[src/rtl/i8251_rx_if.sv]
// Bus-side connection of the 8251 receiver: mode/command fields and strobes in,
// holding register and status flags out.
interface i8251_rx_if;
  logic       rx_en;
  logic [1:0] baud_factor;
  logic [1:0] char_len;
  logic       parity_en;
  logic       parity_even;
  logic       rd_data;
  logic       err_reset;
  logic [7:0] rx_data;
  logic       rx_rdy;
  logic       pe;
  logic       oe;
  logic       fe;
  logic       brk_det;
  logic       busy;

  modport master (
    output rx_en, baud_factor, char_len, parity_en, parity_even, rd_data, err_reset,
    input  rx_data, rx_rdy, pe, oe, fe, brk_det, busy
  );

  modport slave (
    input  rx_en, baud_factor, char_len, parity_en, parity_even, rd_data, err_reset,
    output rx_data, rx_rdy, pe, oe, fe, brk_det, busy
  );
endinterface

[src/rtl/i8251_rx.sv]
// 8251-compatible asynchronous receiver: start/data/parity/stop deframing on
// receiver-clock ticks, holding register with RxRDY and PE/OE/FE/break status.
module i8251_rx #(
  parameter int SYNC_STAGES = 2
) (
  input  logic      clk,
  input  logic      reset,
  input  logic      rxc_tick,
  input  logic      rxd,
  i8251_rx_if.slave bus
);

  localparam int SYNC_N = (SYNC_STAGES < 2) ? 2 : SYNC_STAGES;

  typedef enum logic [2:0] {
    ST_IDLE   = 3'd0,
    ST_START  = 3'd1,
    ST_DATA   = 3'd2,
    ST_PARITY = 3'd3,
    ST_STOP   = 3'd4
  } state_t;

  function automatic logic parity_err(input logic [7:0] data, input logic pbit, input logic even);
    return (^data) ^ pbit ^ ~even;
  endfunction

  function automatic logic [7:0] char_mask(input logic [1:0] len);
    case (len)
      2'b00:   return 8'h1F;
      2'b01:   return 8'h3F;
      2'b10:   return 8'h7F;
      default: return 8'hFF;
    endcase
  endfunction

  logic [SYNC_N-1:0] sync_r;
  state_t            state_r, state_s;
  logic [5:0]        cnt_r, cnt_s;
  logic [2:0]        bit_r, bit_s;
  logic [7:0]        shift_r, shift_s;
  logic              armed_r, armed_s;
  logic              pe_pend_r, pe_pend_s;
  logic              par_bit_r, par_bit_s;
  logic              stop_r, stop_s;
  logic              zero_r, zero_s;
  logic              load_r, load_s;
  logic              busy_r;
  logic              idle_high_s;
  logic              line_s;
  logic [5:0]        period_last_s;
  logic [5:0]        half_s;
  logic [2:0]        last_bit_s;
  logic              sample_s;
  logic [7:0]        rx_data_r;
  logic              rx_rdy_r, pe_r, oe_r, fe_r, brk_r, brk_seen_r;

  assign line_s     = sync_r[SYNC_N-1];
  assign last_bit_s = 3'd4 + {1'b0, bus.char_len};
  assign sample_s   = (cnt_r == period_last_s);

  // Bit period minus one and half period per baud factor (sync mode falls back to 1x).
  always_comb begin
    period_last_s = 6'd0;
    half_s        = 6'd0;
    case (bus.baud_factor)
      2'b10: begin
        period_last_s = 6'd15;
        half_s        = 6'd8;
      end
      2'b11: begin
        period_last_s = 6'd63;
        half_s        = 6'd32;
      end
      default: begin
        period_last_s = 6'd0;
        half_s        = 6'd0;
      end
    endcase
  end

  // Receive FSM next-state logic.
  always_comb begin
    state_s     = state_r;
    cnt_s       = cnt_r;
    bit_s       = bit_r;
    shift_s     = shift_r;
    armed_s     = armed_r;
    pe_pend_s   = pe_pend_r;
    par_bit_s   = par_bit_r;
    stop_s      = stop_r;
    zero_s      = zero_r;
    load_s      = 1'b0;
    idle_high_s = 1'b0;
    if (!bus.rx_en && (state_r != ST_IDLE)) begin
      state_s = ST_IDLE;
      cnt_s   = 6'd0;
      bit_s   = 3'd0;
    end else if (rxc_tick) begin
      case (state_r)
        ST_IDLE: begin
          if (line_s) begin
            armed_s     = 1'b1;
            idle_high_s = 1'b1;
          end else if (armed_r && bus.rx_en) begin
            armed_s   = 1'b0;
            cnt_s     = 6'd0;
            bit_s     = 3'd0;
            shift_s   = 8'd0;
            pe_pend_s = 1'b0;
            par_bit_s = 1'b0;
            // At 1x there is no mid-bit to find: the next tick is data bit 0.
            state_s   = (period_last_s == 6'd0) ? ST_DATA : ST_START;
          end else begin
            armed_s = armed_r;
          end
        end
        ST_START: begin
          if (cnt_r == half_s - 6'd1) begin
            cnt_s = 6'd0;
            if (line_s) begin
              state_s = ST_IDLE;
              armed_s = 1'b0;
            end else begin
              state_s = ST_DATA;
            end
          end else begin
            cnt_s = cnt_r + 6'd1;
          end
        end
        ST_DATA: begin
          if (sample_s) begin
            cnt_s          = 6'd0;
            shift_s[bit_r] = line_s;
            if (bit_r == last_bit_s) begin
              bit_s   = 3'd0;
              state_s = bus.parity_en ? ST_PARITY : ST_STOP;
            end else begin
              bit_s = bit_r + 3'd1;
            end
          end else begin
            cnt_s = cnt_r + 6'd1;
          end
        end
        ST_PARITY: begin
          if (sample_s) begin
            cnt_s     = 6'd0;
            par_bit_s = line_s;
            pe_pend_s = parity_err(shift_r, line_s, bus.parity_even);
            state_s   = ST_STOP;
          end else begin
            cnt_s = cnt_r + 6'd1;
          end
        end
        ST_STOP: begin
          if (sample_s) begin
            cnt_s   = 6'd0;
            stop_s  = line_s;
            zero_s  = (shift_r == 8'd0) && !(bus.parity_en && par_bit_r) && !line_s;
            load_s  = 1'b1;
            // A break frame re-arms so a line held low keeps being framed.
            armed_s = line_s | zero_s;
            state_s = ST_IDLE;
          end else begin
            cnt_s = cnt_r + 6'd1;
          end
        end
        default: begin
          state_s = ST_IDLE;
        end
      endcase
    end else begin
      state_s = state_r;
    end
  end

  // rxd synchroniser.
  always_ff @(posedge clk or posedge reset) begin
    if (reset) begin
      sync_r <= {SYNC_N{1'b1}};
    end else begin
      sync_r <= {sync_r[SYNC_N-2:0], rxd};
    end
  end

  // Receive FSM state and datapath registers.
  always_ff @(posedge clk or posedge reset) begin
    if (reset) begin
      state_r   <= ST_IDLE;
      cnt_r     <= 6'd0;
      bit_r     <= 3'd0;
      shift_r   <= 8'd0;
      armed_r   <= 1'b0;
      pe_pend_r <= 1'b0;
      par_bit_r <= 1'b0;
      stop_r    <= 1'b0;
      zero_r    <= 1'b0;
      load_r    <= 1'b0;
      busy_r    <= 1'b0;
    end else begin
      state_r   <= state_s;
      cnt_r     <= cnt_s;
      bit_r     <= bit_s;
      shift_r   <= shift_s;
      armed_r   <= armed_s;
      pe_pend_r <= pe_pend_s;
      par_bit_r <= par_bit_s;
      stop_r    <= stop_s;
      zero_r    <= zero_s;
      load_r    <= load_s;
      busy_r    <= (state_s != ST_IDLE);
    end
  end

  // Holding register, RxRDY and status flags; set events beat clears.
  always_ff @(posedge clk or posedge reset) begin
    if (reset) begin
      rx_data_r  <= 8'd0;
      rx_rdy_r   <= 1'b0;
      pe_r       <= 1'b0;
      oe_r       <= 1'b0;
      fe_r       <= 1'b0;
      brk_r      <= 1'b0;
      brk_seen_r <= 1'b0;
    end else begin
      if (load_r) begin
        rx_data_r <= shift_r & char_mask(bus.char_len);
        rx_rdy_r  <= 1'b1;
      end else if (bus.rd_data) begin
        rx_rdy_r <= 1'b0;
      end
      if (load_r && rx_rdy_r && !bus.rd_data) begin
        oe_r <= 1'b1;
      end else if (bus.err_reset) begin
        oe_r <= 1'b0;
      end
      if (load_r && pe_pend_r) begin
        pe_r <= 1'b1;
      end else if (bus.err_reset) begin
        pe_r <= 1'b0;
      end
      if (load_r && !stop_r) begin
        fe_r <= 1'b1;
      end else if (bus.err_reset) begin
        fe_r <= 1'b0;
      end
      if (load_r) begin
        brk_seen_r <= zero_r;
        brk_r      <= zero_r && (brk_seen_r || brk_r);
      end else if (idle_high_s) begin
        brk_seen_r <= 1'b0;
        brk_r      <= 1'b0;
      end
    end
  end

  assign bus.rx_data = rx_data_r;
  assign bus.rx_rdy  = rx_rdy_r;
  assign bus.pe      = pe_r;
  assign bus.oe      = oe_r;
  assign bus.fe      = fe_r;
  assign bus.brk_det = brk_r;
  assign bus.busy    = busy_r;

endmodule

[src/flat_wrapper.sv]
// flat-port wrapper written by rule: the top's interface ports become plain ports
module i8251_rx_flat 
#(
  parameter int SYNC_STAGES = 2
)
  (clk, reset, rxc_tick, rxd, bus_rx_en, bus_baud_factor, bus_char_len, bus_parity_en, bus_parity_even, bus_rd_data, bus_err_reset, bus_rx_data, bus_rx_rdy, bus_pe, bus_oe, bus_fe, bus_brk_det, bus_busy);
  i8251_rx_if bus_i ();
  input  logic clk;
  input  logic reset;
  input  logic rxc_tick;
  input  logic rxd;
  input wire logic [$bits(bus_i.rx_en)-1:0] bus_rx_en;
  input wire logic [$bits(bus_i.baud_factor)-1:0] bus_baud_factor;
  input wire logic [$bits(bus_i.char_len)-1:0] bus_char_len;
  input wire logic [$bits(bus_i.parity_en)-1:0] bus_parity_en;
  input wire logic [$bits(bus_i.parity_even)-1:0] bus_parity_even;
  input wire logic [$bits(bus_i.rd_data)-1:0] bus_rd_data;
  input wire logic [$bits(bus_i.err_reset)-1:0] bus_err_reset;
  output wire logic [$bits(bus_i.rx_data)-1:0] bus_rx_data;
  output wire logic [$bits(bus_i.rx_rdy)-1:0] bus_rx_rdy;
  output wire logic [$bits(bus_i.pe)-1:0] bus_pe;
  output wire logic [$bits(bus_i.oe)-1:0] bus_oe;
  output wire logic [$bits(bus_i.fe)-1:0] bus_fe;
  output wire logic [$bits(bus_i.brk_det)-1:0] bus_brk_det;
  output wire logic [$bits(bus_i.busy)-1:0] bus_busy;
  assign bus_i.rx_en = bus_rx_en;
  assign bus_i.baud_factor = bus_baud_factor;
  assign bus_i.char_len = bus_char_len;
  assign bus_i.parity_en = bus_parity_en;
  assign bus_i.parity_even = bus_parity_even;
  assign bus_i.rd_data = bus_rd_data;
  assign bus_i.err_reset = bus_err_reset;
  assign bus_rx_data = bus_i.rx_data;
  assign bus_rx_rdy = bus_i.rx_rdy;
  assign bus_pe = bus_i.pe;
  assign bus_oe = bus_i.oe;
  assign bus_fe = bus_i.fe;
  assign bus_brk_det = bus_i.brk_det;
  assign bus_busy = bus_i.busy;
  i8251_rx #(.SYNC_STAGES(SYNC_STAGES)) u_core (.clk(clk), .reset(reset), .rxc_tick(rxc_tick), .rxd(rxd), .bus(bus_i));
endmodule
[config.mk]
export PLATFORM = sky130hd
export DESIGN_NAME = i8251_rx_flat
export DESIGN_NICKNAME = d
export VERILOG_FILES = /design/src/rtl/i8251_rx_if.sv /design/src/rtl/i8251_rx.sv /design/src/flat_wrapper.sv
export SDC_FILE = /design/constraint.sdc
export NUM_CORES = 1
export LEC_CHECK = 0
export CORE_ASPECT_RATIO = 0.6
export CORE_MARGIN = 4
export CORE_UTILIZATION = 45
export CTS_CLUSTER_SIZE = 25
export DETAILED_ROUTE_END_ITERATION = 10
export PLACE_DENSITY_LB_ADDON = 0.2
export SKIP_CTS_REPAIR_TIMING = 1
export SYNTH_ARGS = -nofsm -noshare
export SYNTH_HDL_FRONTEND = slang
export SYNTH_SLANG_ARGS = --single-unit
[constraint.sdc]
create_clock -name clk -period 5.7 [get_ports clk]
set_clock_uncertainty 0.15 [all_clocks]
set_input_delay 1.14 -clock clk [delete_from_list [all_inputs] [get_ports clk]]
set_output_delay 1.14 -clock clk [all_outputs]
set_load 0.005 [all_outputs]
==> metrics.md <==
| Metric | Value |
|---|---|
| CP required | 5.77 ns |
| Syn_area_per_cell | 9.56 um^2 |
| Initial core utilization | 47.4% |
| Largest net degree at the start of global routing | 44 |
| Worst Path Max Fanout | 7 |
| Pwr Total | 828 uW |
| Routed WL per cell | 15.7 um |
| DR vias/cell | 5.58 |
| Pre-antenna DRT Iters | 4 |
| H-tree Lvls | 2 |
| Sequential fraction of the synthesis area | 43.9% |
| Core region area | 5180 um^2 |
| Syn nets | 276 |
| Worst hold path class | register to register |
| Congestion Overflow GR | 0 |
| Chip height | 65.2 um |
| Switching share of power | 29.5% |
| Area after DPL | 2750 um^2 |
| GP Congestion | 0.953 |
| Fin. Hold Viols | 0 |
| Post-synthesis cell type count | 55 |
| EDFF count, synth | 0 |
| Power Density | 287 nW/um^2 |
| CP endpoint kind | register |
| Slew HR | 60.9% |
| Vias in the first global route | 1772 |
| CTS tree | built |
| WL final | 5410 um |
| Half-perimeter wire length after placement | 4040 um |
| Clk slew on worst S/H paths | 0.09 ns |
| Layout cells sized above 1 | 11.5% |
| Peak Freq | 0.312 GHz |
| Comb pwr share | 23.5% |
| Final net count | 297 |
| Worst Setup Start Kind | input pin |
| Vias | 1926 |
| Syn Inst Count | 257 |
| RSZ-0062 raised after global routing | false |
| Slew Viols, Final | 0 |
| CP Cell Sequence | clkdlybuf4s50_1, or4_4, o22ai_4, nand2_4, a211oi_2, and4_1, mux2i_1 |
| Crit path time final | 3.20 ns |
| DP Cell Count | 337 |
| CP bufs+invs | 1 |
| Inserted Clock Buffers | 5 |
| Clock Sink Count | 43 |
| Register share of total power | 42.4% |
| Antenna violations before repair | 0 |
| Post-Layout Cell Count | 345 |
| Biggest cell delay along the critical path | 0.53 ns |
| Pleak | 0.00128 uW |
| Num rows | 20 |
| Root buf cell | clkbuf_8 |
| Post-synthesis cell area | 2460 um^2 |
| CP arrival | 3.28 ns |
| Synth top area share | 41.8% |
| DRC violations left | 0 |
| Top_reg_cell synth | dfrtp_1 |
| Pint | 584 uW |
| Setup total negative slack | 0 ns |
| Ys async rst share | 100% |
| CP delay by family, top | simple AND/OR/NAND/NOR gates |
| Status | completed |
| Number of I/O pins | 27 |
| Area growth syn-to-layout | 17.5% |
| Net Switching | 245 uW |
| Die area | 6740 um^2 |
| ANT nets after route | 0 |
| Worst Tran Pin Value | 0.587 ns |
| Synthesized flop and latch total | 43 |
| Final cycle utilization of the critical path | 56.2% |
| Max VDD drop | 0.168 mV |
| Clock latency at the later pin of the worst-skew pair | 0.29 ns |
| Ys Warns | 0 |
| Critical path class | input pin to register |
| Setup-failing EPs final | 0 |
| Post-synth top area cell | dfrtp_1 |
| First-pass GRT wire length | 9140 um |
| 1st-iter DRT viols | 212 |
| Total track usage | 17.6% |
| Slowest CP cell | clkdlybuf4s50_1 |
| Clock share of power | 34.1% |
| Design area | 2890 um^2 |
| Synth top area cells | dfrtp_1, nand2_1, mux2_2 |
| Die Wd | 103 um |
| Commonest non-fill, non-tap cell in the layout | dfrtp_1 |
| Commonest non-fill, non-tap cells in the layout | dfrtp_1, nand2_1, clkdlybuf4s50_1, inv_1, nor2_1 |
| Max-cap violations | 0 |
| CTS Buffer Depth | 2 |
| PortBufs | 26 |
| Ant. Diodes | 0 |
[routing by layer]
| layer | vias up | GRT usage (%) | wire, um | part of all wire (%) |
|---|---|---|---|---|
| met5 | - | 0 | 0 | 0 |
| met4 | 0 | 2.91 | 24 | 0.44 |
| met3 | 4 | 5.41 | 434 | 8.0 |
| met2 | 70 | 20.6 | 1910 | 35 |
| met1 | 909 | 30.2 | 3040 | 56 |
| li1 | 943 | - | - | - |
[cell families (layout without fill, tap and decap cells)]
logic type | count (synthesis) | after routing | share of synthesized area (%)
buf+inv | 37 | 59 | 6.01
mux | 20 | 20 | 9.02
fa+ha+maj | 6 | 6 | 3.06
xor+xnor | 7 | 7 | 2.50
simple gates | 87 | 87 | 18.1
flops | 43 | 43 | 43.9
compound gates | 57 | 57 | 17.4
[final timing paths]
check / start / end / slack, ns / cells after the start
worst max-delay path: bus_baud_factor[1] / u_core.shift_r[6]$_DFFE_PP0P_ / 2.50 / 7
worst min-delay path: u_core.sync_r[0]$_DFF_PP1_ / u_core.sync_r[1]$_DFF_PP1_ / 0.21 / 0
worst max register to register: u_core.state_r[1]$_DFF_PP0_ / u_core.armed_r$_DFFE_PP0P_ / 3.36 / 5
worst min register to register: u_core.sync_r[0]$_DFF_PP1_ / u_core.sync_r[1]$_DFF_PP1_ / 0.21 / 0
max in group asynchronous: reset / u_core.sync_r[0]$_DFF_PP1_ / 3.90 / 3
min in group asynchronous: reset / u_core.bus.rx_data[5]$_DFFE_PP0P_ / 1.12 / 3
[cell usage after synthesis, types with 2 or more instances]
| library cell | n |
|---|---|
| dfrtp_1 | 41 |
| nand2_1 | 29 |
| inv_1 | 24 |
| nor2_1 | 19 |
| o21ai_0 | 16 |
| mux2_2 | 9 |
| mux2i_1 | 9 |
| clkbuf_1 | 8 |
| a22o_1 | 7 |
| nand3_1 | 7 |
| xnor2_1 | 7 |
| ha_1 | 6 |
| a22oi_1 | 4 |
| nand4_1 | 4 |
| a21oi_1 | 3 |
| and3_1 | 3 |
| buf_2 | 3 |
| nand3b_1 | 3 |
| nand4b_1 | 3 |
| nor3_1 | 3 |
| o211ai_1 | 3 |
| a21o_1 | 2 |
| a31oi_1 | 2 |
| and4_1 | 2 |
| dfstp_2 | 2 |
| mux2_4 | 2 |
| nand2b_1 | 2 |
| nor3b_1 | 2 |
| nor4_1 | 2 |
| o211a_1 | 2 |
| o22ai_1 | 2 |
| o2bb2ai_1 | 2 |
| o31ai_1 | 2 |
[power groups by stage]
| stage | sequential, uW | clock (uW) | combinational [uW] |
|---|---|---|---|
| after floorplan | 343 | 0 | 152 |
| after global placement | 357 | 0 | 195 |
| after detailed placement | 356 | 0 | 192 |
| after CTS | 350 | 291 | 193 |
| after global routing | 355 | 305 | 218 |
| final | 351 | 283 | 194 |
[cell type report]
cell class	instances	area, um^2
clock buffer	5	68.8
timing repair buffer	27	268
inverter	24	90.1
tap	66	82.6
fill	449	2290
multi-input combinational	177	1230
clock inverter	3	67.6
sequential	43	1080
[registers in the layout, indices dropped and copies added, names as in the netlist, 2 cells and up]
name and flops:
u_core.bit_r 3, u_core.bus.rx_data 8, u_core.cnt_r 6, u_core.shift_r 8, u_core.state_r 3, u_core.sync_r 2
[metrics by stage]
| step | util, % | setup slack [ns] | hold slack, ns |
|---|---|---|---|
| 2_1_floorplan | - | 2.91 | 0.195 |
| 3_3_place_gp | 53.1 | 2.21 | 0.197 |
| 3_5_place_dp | 53.1 | 2.20 | 0.199 |
| 4_1_cts | 55.7 | 2.51 | 0.212 |
| 5_1_grt | 55.7 | 2.31 | 0.221 |
| 6_report | 55.7 | 2.50 | 0.212 |
[worst register-to-register path: cells and delay by family (launching register included)]
family / cells / cell delay, ns
and+or+nand+nor: 1 / 0.45
DFF: 1 / 0.56
muxes: 1 / 0.36
AOI/OAI and AO/OA: 3 / 0.71
Note: power is estimated with default switching activity, not from simulation.
